**src/rtl/gcd_stein_hs_if.sv**
```systemverilog
// Handshake bundle for the binary GCD engine: a start/in_ready request
// channel carrying two operands and a valid/ready result channel carrying
// the GCD and the number of clocks it took.
interface gcd_stein_hs_if #(
    parameter int WIDTH = 8,
    parameter int CNT_W = 8
);
    logic             start;
    logic [WIDTH-1:0] a_in;
    logic [WIDTH-1:0] b_in;
    logic             in_ready;
    logic             out_valid;
    logic             out_ready;
    logic [WIDTH-1:0] out;
    logic [CNT_W-1:0] cycles;

    // Requester side: issues operands, consumes results.
    modport master (
        output start,
        output a_in,
        output b_in,
        output out_ready,
        input  in_ready,
        input  out_valid,
        input  out,
        input  cycles
    );

    // Engine side.
    modport slave (
        input  start,
        input  a_in,
        input  b_in,
        input  out_ready,
        output in_ready,
        output out_valid,
        output out,
        output cycles
    );
endinterface

```
**src/rtl/gcd_stein_hs.sv**
```systemverilog
// Binary (Stein) GCD engine with handshaked operand and result channels.
// One algorithm step per clock: SHIFT strips the common power of two, REDUCE
// removes single factors of two and subtracts odd operands until they meet.
// The result is the meeting value shifted back by the common power of two.
// A saturating counter records clocks from accept to the first out_valid
// cycle; out and cycles are held until the next result replaces them.
module gcd_stein_hs #(
    parameter int WIDTH = 8,
    parameter int CNT_W = 8
) (
    input  logic             clk,
    input  logic             rst,
    gcd_stein_hs_if.slave    bus
);
    localparam int K_W = $clog2(WIDTH + 1);

    localparam logic [1:0] ST_IDLE   = 2'd0;
    localparam logic [1:0] ST_SHIFT  = 2'd1;
    localparam logic [1:0] ST_REDUCE = 2'd2;
    localparam logic [1:0] ST_DONE   = 2'd3;

    // Counter increment that sticks at all-ones instead of wrapping.
    function automatic logic [CNT_W-1:0] sat_inc(input logic [CNT_W-1:0] v);
        logic [CNT_W-1:0] r;
        if (v == {CNT_W{1'b1}}) begin
            r = v;
        end else begin
            r = v + CNT_W'(1'b1);
        end
        return r;
    endfunction

    // State and datapath registers.
    logic [1:0]       state_r;
    logic [WIDTH-1:0] a_r;
    logic [WIDTH-1:0] b_r;
    logic [K_W-1:0]   k_r;
    logic [CNT_W-1:0] cnt_r;
    logic [WIDTH-1:0] out_r;
    logic [CNT_W-1:0] cycles_r;
    logic             in_ready_r;
    logic             out_valid_r;

    // Next-state values.
    logic [1:0]       state_s;
    logic [WIDTH-1:0] a_s;
    logic [WIDTH-1:0] b_s;
    logic [K_W-1:0]   k_s;
    logic [CNT_W-1:0] cnt_s;
    logic [WIDTH-1:0] out_s;
    logic [CNT_W-1:0] cycles_s;
    logic             in_ready_s;
    logic             out_valid_s;

    logic [CNT_W-1:0] cnt_inc_s;
    logic             a_even_s;
    logic             b_even_s;

    assign cnt_inc_s = sat_inc(cnt_r);
    assign a_even_s  = ~a_r[0];
    assign b_even_s  = ~b_r[0];

    // Controller and datapath next-state: one algorithm step per clock.
    always_comb begin
        state_s     = state_r;
        a_s         = a_r;
        b_s         = b_r;
        k_s         = k_r;
        cnt_s       = cnt_r;
        out_s       = out_r;
        cycles_s    = cycles_r;
        in_ready_s  = in_ready_r;
        out_valid_s = out_valid_r;

        case (state_r)
            ST_IDLE: begin
                in_ready_s  = 1'b1;
                out_valid_s = 1'b0;
                if (bus.start) begin
                    a_s        = bus.a_in;
                    b_s        = bus.b_in;
                    k_s        = {K_W{1'b0}};
                    cnt_s      = CNT_W'(1'b1);
                    in_ready_s = 1'b0;
                    if (bus.a_in == {WIDTH{1'b0}}) begin
                        // gcd(0, b) = b, which also covers gcd(0, 0) = 0.
                        out_s       = bus.b_in;
                        cycles_s    = CNT_W'(1'b1);
                        out_valid_s = 1'b1;
                        state_s     = ST_DONE;
                    end else if (bus.b_in == {WIDTH{1'b0}}) begin
                        out_s       = bus.a_in;
                        cycles_s    = CNT_W'(1'b1);
                        out_valid_s = 1'b1;
                        state_s     = ST_DONE;
                    end else begin
                        state_s = ST_SHIFT;
                    end
                end else begin
                    state_s = ST_IDLE;
                end
            end

            ST_SHIFT: begin
                cnt_s = cnt_inc_s;
                if (a_even_s && b_even_s) begin
                    a_s = a_r >> 1;
                    b_s = b_r >> 1;
                    k_s = k_r + K_W'(1'b1);
                end else begin
                    state_s = ST_REDUCE;
                end
            end

            ST_REDUCE: begin
                cnt_s = cnt_inc_s;
                if (a_r == b_r) begin
                    // The true gcd fits in WIDTH bits, so the restore shift
                    // never loses set bits.
                    out_s       = a_r << k_r;
                    cycles_s    = cnt_inc_s;
                    out_valid_s = 1'b1;
                    state_s     = ST_DONE;
                end else if (a_even_s) begin
                    a_s = a_r >> 1;
                end else if (b_even_s) begin
                    b_s = b_r >> 1;
                end else if (a_r > b_r) begin
                    // Both odd: the difference is even, halve it at once.
                    a_s = (a_r - b_r) >> 1;
                end else begin
                    b_s = (b_r - a_r) >> 1;
                end
            end

            ST_DONE: begin
                if (bus.out_ready) begin
                    out_valid_s = 1'b0;
                    in_ready_s  = 1'b1;
                    state_s     = ST_IDLE;
                end else begin
                    out_valid_s = 1'b1;
                    in_ready_s  = 1'b0;
                end
            end

            default: begin
                state_s     = ST_IDLE;
                in_ready_s  = 1'b1;
                out_valid_s = 1'b0;
            end
        endcase
    end

    // State register with asynchronous abort to a clean idle state.
    always_ff @(posedge clk or posedge rst) begin
        if (rst) begin
            state_r     <= ST_IDLE;
            a_r         <= {WIDTH{1'b0}};
            b_r         <= {WIDTH{1'b0}};
            k_r         <= {K_W{1'b0}};
            cnt_r       <= {CNT_W{1'b0}};
            out_r       <= {WIDTH{1'b0}};
            cycles_r    <= {CNT_W{1'b0}};
            in_ready_r  <= 1'b1;
            out_valid_r <= 1'b0;
        end else begin
            state_r     <= state_s;
            a_r         <= a_s;
            b_r         <= b_s;
            k_r         <= k_s;
            cnt_r       <= cnt_s;
            out_r       <= out_s;
            cycles_r    <= cycles_s;
            in_ready_r  <= in_ready_s;
            out_valid_r <= out_valid_s;
        end
    end

    assign bus.in_ready  = in_ready_r;
    assign bus.out_valid = out_valid_r;
    assign bus.out       = out_r;
    assign bus.cycles    = cycles_r;
endmodule
```
**src/flat_wrapper.sv**
```systemverilog
// flat-port wrapper written by rule: the top's interface ports become plain ports
module gcd_stein_hs_flat 
#(
    parameter int WIDTH = 8,
    parameter int CNT_W = 8
)
  (clk, rst, bus_start, bus_a_in, bus_b_in, bus_out_ready, bus_in_ready, bus_out_valid, bus_out, bus_cycles);
  gcd_stein_hs_if #(.WIDTH(WIDTH), .CNT_W(CNT_W)) bus_i ();
  input  logic clk;
  input  logic rst;
  input wire logic [$bits(bus_i.start)-1:0] bus_start;
  input wire logic [$bits(bus_i.a_in)-1:0] bus_a_in;
  input wire logic [$bits(bus_i.b_in)-1:0] bus_b_in;
  input wire logic [$bits(bus_i.out_ready)-1:0] bus_out_ready;
  output wire logic [$bits(bus_i.in_ready)-1:0] bus_in_ready;
  output wire logic [$bits(bus_i.out_valid)-1:0] bus_out_valid;
  output wire logic [$bits(bus_i.out)-1:0] bus_out;
  output wire logic [$bits(bus_i.cycles)-1:0] bus_cycles;
  assign bus_i.start = bus_start;
  assign bus_i.a_in = bus_a_in;
  assign bus_i.b_in = bus_b_in;
  assign bus_i.out_ready = bus_out_ready;
  assign bus_in_ready = bus_i.in_ready;
  assign bus_out_valid = bus_i.out_valid;
  assign bus_out = bus_i.out;
  assign bus_cycles = bus_i.cycles;
  gcd_stein_hs #(.WIDTH(WIDTH), .CNT_W(CNT_W)) u_core (.clk(clk), .rst(rst), .bus(bus_i));
endmodule
```
**config.mk**
```make
export PLATFORM = sky130hd
export DESIGN_NAME = gcd_stein_hs_flat
export DESIGN_NICKNAME = d
export VERILOG_FILES = /design/src/rtl/gcd_stein_hs_if.sv /design/src/rtl/gcd_stein_hs.sv /design/src/flat_wrapper.sv
export SDC_FILE = /design/constraint.sdc
export NUM_CORES = 1
export LEC_CHECK = 0
export CAP_MARGIN = 20
export CORE_AREA = 2 2 85 87
export DETAILED_ROUTE_END_ITERATION = 7
export DIE_AREA = 0 0 87 89
export PLACE_DENSITY = 0.75
export SLEW_MARGIN = 20
export SYNTH_ARGS = -nofsm -noshare
export SYNTH_HDL_FRONTEND = slang
export SYNTH_SLANG_ARGS = --single-unit
```
**constraint.sdc**
```tcl
create_clock -name clk -period 2.75 [get_ports clk]
set_input_delay 0.55 -clock clk [delete_from_list [all_inputs] [get_ports clk]]
set_output_delay 0.55 -clock clk [all_outputs]
set_load 0.005 [all_outputs]
```
==> results of run 1 <==
-- logic make-up after synthesis --
kind of cell / Yosys count / synth area share (%)
multiplexers: 24 / 7.17
AO/OA/AOI/OAI: 145 / 26.3
adder cells (fa/ha/maj): 24 / 8.56
flip-flops: 48 / 32.6
XOR/XNOR: 12 / 2.85
buffers and inverters: 52 / 5.57
AND/OR/NAND/NOR: 133 / 16.9
-- state kept, by name, indices dropped and copies added (netlist names) --
name	cells
u_core.k_r	4
u_core.b_r	8
u_core.cnt_r	8
u_core.bus.out_valid	1
u_core.a_r	8
u_core.bus.out	8
u_core.bus.in_ready	1
u_core.bus.cycles	8
u_core.state_r	2
-- power by group through the flow --
stage | logic [mW] | registers [mW] | clock network [mW]
after floorplan | 2.88 | 1.22 | 0
after CTS | 4.10 | 1.28 | 0.470
after detailed placement | 4.06 | 1.29 | 0
after global routing | 4.61 | 1.32 | 0.501
final | 4.19 | 1.29 | 0.460
after global placement | 3.97 | 1.28 | 0
-- per-layer routing --
layer / vias up / global-route usage, %
met4: 0 / 9.52
met3: 21 / 4.89
met5: - / 0
met2: 172 / 44.2
li1: 1694 / -
met1: 1724 / 39.6
-- area by class of cell --
| type | count | share of cell area [%] |
|---|---|---|
| Sequential cell | 48 | 27.2 |
| Clock inverter | 2 | 0.339 |
| Multi-Input combinational cell | 339 | 51.7 |
| Inverter | 27 | 2.29 |
| Tap cell | 80 | 2.26 |
| Timing Repair Buffer | 71 | 14.4 |
| Clock buffer | 6 | 1.86 |
-- final timing paths --
path / end / start / depth (start not counted) / slack [ns]
max in group asynchronous: u_core.bus.in_ready / rst / 3 / 1.55
worst min-delay path: u_core.bus.cycles[6] / u_core.bus.cycles[6] / 1 / 0.50
min in group asynchronous: u_core.b_r[2] / rst / 2 / 0.60
worst min register to register: u_core.bus.cycles[6] / u_core.bus.cycles[6] / 1 / 0.50
worst max register to register: u_core.a_r[4] / u_core.b_r[0] / 10 / 0.08
worst max-delay path: u_core.a_r[4] / u_core.b_r[0] / 10 / 0.08
-- metrics by stage --
stage | hold WS [ns] | utilization, % | std cells | setup WS [ns]
2_1_floorplan | 0.471 | - | 438 | 0.265
3_3_place_gp | 0.477 | 64.3 | 564 | 0.0912
3_5_place_dp | 0.473 | 64.3 | 564 | 0.0363
4_1_cts | 0.502 | 65.7 | 572 | 0.0689
5_1_grt | 0.521 | 66.0 | 573 | -0.0172
6_report | 0.500 | 66.0 | 573 | 0.0838
-- critical path: stages (launching register included) --
cell and delay (ns):
dfrtp_1 0.44, ha_1 0.25, fa_1 0.39, nand2b_1 0.20, a21oi_2 0.23, buf_4 0.16, o211ai_1 0.13, nor3_1 0.22
buf_4 0.19, a31oi_1 0.10, o31ai_1 0.25
-- cells in the mapped netlist, types with 2 or more instances --
master     count  area, sq um
o22ai_1        9         56.3
xor2_1         2         17.5
a31oi_1        4         25.0
fa_1           2         40.0
nor2_1        42          158
o21ai_0       24          120
o211a_1        2         20.0
xnor2_1       10         87.6
a22oi_1        2         15.0
o211ai_1       8         60.1
o31ai_1       12         90.1
a221o_1        2         20.0
mux2i_1       14          140
mux2_2         9          101
a21o_1         4         30.0
clkbuf_1      17         63.8
nor2b_1        4         25.0
and3_1         4         25.0
inv_1         27          101
nand3b_1       3         22.5
nand3_1       14         70.1
nand2b_1       5         31.3
a21oi_1       36          180
o22a_1         2         17.5
a221oi_1      11         96.3
or3_1          2         12.5
nand4_1        3         18.8
or4_1          3         22.5
o21a_1         5         37.5
a21boi_0       3         22.5
a211oi_1       7         52.6
buf_1          2         7.51
nor3_1         4         20.0
buf_2          5         25.0
nand2_1       43          161
o2bb2ai_1      7         61.3
or2_2          3         18.8
ha_1          22          275
dfrtp_1       47         1180
==> impl_results.md, run 1 <==
* DRT antenna net count at 0
* Die width at 87 um
* Status: finished, final reports clean
* LEAKAGE at roughly 1.9 nW
* Cell area after synthesis at about 3700 sq um
* Initial Util at between 50% and 60%
* I/O pin count at 38
* Number of synthesized flops with an enable pin at 0
* M1 WL at approximately 4.8 mm
* Syn nets at around 480
* Drt drc at 0
* Required time of the critical path at 2.95 ns
* Synth Warn # at 0
* Relative slew slack at 57.3%
* Root buffer cell: clkbuf_8
* Average wire per cell in the routed design at 18.4 um
* Vias per std cell at 6.30
* Max Freq at 0.375 GHz
* ANT cells at 0
* Post-Syn Area per Cell at 8.41 sq um
* Final Hold Fails at 0
* Post-CTS setup buffer count at 0
* Critical path startpoint category: flop
* Slew at the pin with the worst max-slew slack at 0.634 ns
* Clock sink total at 48
* Core Area at 6720 sq um
* Final instance area at 4430 sq um
* Psw at around 2.9 mW
* Vias in the first global route at 3548
* Count of cell types in the netlist at between 50 and 60
* Total GRT Usage at 28.2%
* GRT Residual Overflow at 0
* Primary FF master, synth: dfrtp_1
* Comb pwr share at just over 70%
* CTS buffer count at 5
* Setup tns final at 0 ns
* RSZ-0062 raised after global routing: yes
* Total power at ~5.9 mW
* Synthesis-stage register bit count at 48
* Most frequent cells in the layout: 46 x dfrtp_1, 43 x nand2_1, 42 x nor2_1, 37 x clkdlybuf4s50_1, 35 x a21oi_1
* Ys async rst share at 100%
* Hpwl dp at a little under 8 mm
* Die height at 89 um
* Seq pwr share at 21.7%
* Nets at 536
* CP arrival at 2.87 ns
* Drt total wl at 10.6 mm
* CP Max Fanout at 6
* Cts hold-fix bufs at 0
* Placed Area at between 4000 and 5000 sq um
* Class of the worst hold path: reg2reg
* Sequential share of the synthesized area at 32.6%
* WL met3 at 833 um
* TritonCTS clock tree: done
* Period Utilization, post-route at 97.0%
* Commonest non-fill, non-tap cell in the layout: dfrtp_1
* Internal Power at between 3 and 4 mW
* IO buf count at 37
* First-pass GRT wire length at 17.1 mm
* Area of the multi-input gates at 2290 sq um
* Synth-to-Final Area Change at 20.3%
* DRT Pass-1 Iters at 5
* Maximum level of the CTS H-tree at 2
* DIE AREA at 7740 sq um
* Cts repair resizes at 0
* Maxcap violations at 0
* Layout cell share with drive strength beyond 1 at 13.4%
* Initial DRC count at 354
* Final setup violation count at 0
* Met2 wire len at 4.76 mm
* Mapped Cells at between 400 and 500
* Rows at 30
* Fillcell total at 571
* Pwr/cell area at 1340 nW/um^2
* Final Max Tran Viols at 0
* Worst skew pair latency at 0.30 ns
* Worst setup path class: reg2reg
* Seq. cell area at 1200 sq um
* Clk buf depth at 2
* Top routing layer in use: met4
* Crit path time final at 2.67 ns
* Worst-path clk slew at approximately 0.1 ns
* Worst clock skew at approximately 0.013 ns
* Initial antenna violation count at 0
* Maximum vdd drop at 529 uV
* Switching Fraction at 48.6%
* Critical path endpoint category: flop
* Vias at 3611
* Clock group share of total power at 7.7%
* Final GP Congestion at about 0.95
* Largest net degree at the start of global routing at 29
(Power assumes the default switching activity.)
==> inputs of run 2 (changes only) <==
- CTS_CLUSTER_DIAMETER: not set -> 150
==> results of run 2 <==
No change in the layout: final DEF, timing and power equal those of run 1.
==> inputs of run 3 (changes only) <==
- TNS_END_PERCENT: not set -> 5
==> impl_results.md, run 3 (synthesis gave the netlist of run 1 again) <==
* Largest net degree at the start of global routing at 29
* Status: finished, final reports clean
* Internal Power at 3.05 mW
* Hpwl dp at 7.88 mm
* Total GRT Usage at around 28%
* Worst setup path class: reg2reg
* Clock group share of total power at 7.8%
* Pwr/cell area at approximately 1300 nW/um^2
* Vias per std cell at 6.32
* LEAKAGE at between 1.5 and 2 nW
* Vias at 3614
* Commonest non-fill, non-tap cell in the layout: dfrtp_1
* Synth-to-Final Area Change at 20.1%
* Initial antenna violation count at 0
* Slowest cell delay on critical path at 0.44 ns
* Period Utilization, post-route at 96.8%
* Most frequent cells in the layout: 46 x dfrtp_1, 43 x nand2_1, 42 x nor2_1, 37 x clkdlybuf4s50_1, 35 x a21oi_1
* Drt total wl at 10.5 mm
* Final setup violation count at 0
* I/O pin count at 38
* DRT antenna net count at 0
* Psw at 2.88 mW
* Hold Slack at 0.500 ns
* Die width at 87 um
* Critical path endpoint category: flop
* Seq pwr share at 21.7%
* Worst clock skew at 0.0155 ns
* Required time of the critical path at about 3 ns
* Final Hold Fails at 0
* Maximum vdd drop at approximately 530 uV
* Die height at approximately 89 um
* Stages on worst setup path at 10
* Layout cell share with drive strength beyond 1 at a little over an eighth
* Drt drc at 0
* Reg2Reg Depth at 10
* Final Max Tran Viols at 0
* Slew at the pin with the worst max-slew slack at about 0.62 ns
* Worst skew pair latency at approximately 0.31 ns
* GRT Residual Overflow at 0
* Initial Util at 54.8%
* ANT cells at 0
* First-pass GRT wire length at 17.1 mm
* RSZ-0062 raised after global routing: yes
* IO buf count at 37
* Switching Fraction at between 40% and 50%
* CTS buffer count at 5
* CP Cell Sequence: ha_1 > fa_1 > nand2b_1 > a21oi_2 > buf_4 > o211ai_1 > nor3_1 > buf_4 > a31oi_1 > o31ai_1
* Class of the worst hold path: reg2reg
* CP Max Fanout at 6
* Worst path bufs/invs at 2
* CP arrival at 2.87 ns
* Most frequent cell on the critical path: buf_4
* DIE AREA at approximately 7700 sq um
* Average wire per cell in the routed design at 18.3 um
* Max Freq at approximately 0.38 GHz
* DRT Pass-1 Iters at 5
* Maximum level of the CTS H-tree at 2
* Vias in the first global route at 3548
* Core Area at 6720 sq um
* Relative slew slack at 58.4%
* Initial DRC count at 250
* Post-CTS setup buffer count at 0
* Critical path startpoint category: flop
* Rows at 30
* Clock sink total at 48
* Depth of the worst hold-timing path at 1
* Clk buf depth at 2
* Root buffer cell: clkbuf_8
* Final GP Congestion at 0.946
* Layout Utilization at around two thirds
* Delay-heaviest family, CP: compound AO/OA/AOI/OAI gates
* Critical path's slowest cell: dfrtp_1
* Crit path time final at 2.66 ns
* Worst-path clk slew at around 0.1 ns
* TritonCTS clock tree: done
* Comb pwr share at 70.4%
* Nets at 535
* Maxcap violations at 0
==> run 3: power by group through the flow <==
stage	sequential, mW	combinational (mW)	clock (mW)
2_1_floorplan	1.22	2.88	0
3_3_place_gp	1.28	3.97	0
3_5_place_dp	1.29	4.06	0
4_1_cts	1.28	4.10	0.470
5_1_grt	1.32	4.59	0.501
6_report	1.29	4.18	0.464
==> run 3: final timing paths <==
| check | slack [ns] | startpoint | end |
|---|---|---|---|
| min | 0.50 | u_core.bus.cycles[6] | u_core.bus.cycles[6] |
| max reg2reg | 0.09 | u_core.b_r[0] | u_core.a_r[4] |
| min reg2reg | 0.50 | u_core.bus.cycles[6] | u_core.bus.cycles[6] |
| min in group asynchronous | 0.60 | rst | u_core.b_r[2] |
| max in group asynchronous | 1.54 | rst | u_core.bus.in_ready |
| max | 0.09 | u_core.b_r[0] | u_core.a_r[4] |
==> run 3: cell type report <==
type                            instances  area, sq um
Clock buffer                            6         82.6
Clock inverter                          2         15.0
Fill cell                             571         2290
Inverter                               27          101
Multi-Input combinational cell        338         2280
Sequential cell                        48         1200
Tap cell                               80          100
Timing Repair Buffer                   71          638
==> run 3: metal layers <==
layer  track usage [%]  part of all wire [%]  vias up
met5                 0                     0        -
met1              39.6                    45     1745
met2              44.2                    45      159
met4              9.52                   1.9        0
met3              4.89                   7.4       20
li1                  -                     -     1690
==> run 3: repair_timing <==
action / 4_1_cts / 5_1_grt
hold buffers: 0 / 0
endpoints found under the setup margin: 0 / 15
resized for setup: 0 / 3
hold endpoints to repair: 0 / 0
==> run 3: stage by stage <==
stage          worst slack [ns]  total power [mW]  instance area, sq um  setup TNS, ns  cells
6_report                 0.0875              5.93                  4420              0    572
5_1_grt                 -0.0172              6.41                  4420        -0.0264    572
4_1_cts                  0.0689              5.85                  4420              0    572
3_5_place_dp             0.0363              5.35                  4320              0    564
3_3_place_gp             0.0912              5.24                  4320              0    564
2_1_floorplan             0.265              4.09                  3680              0    438
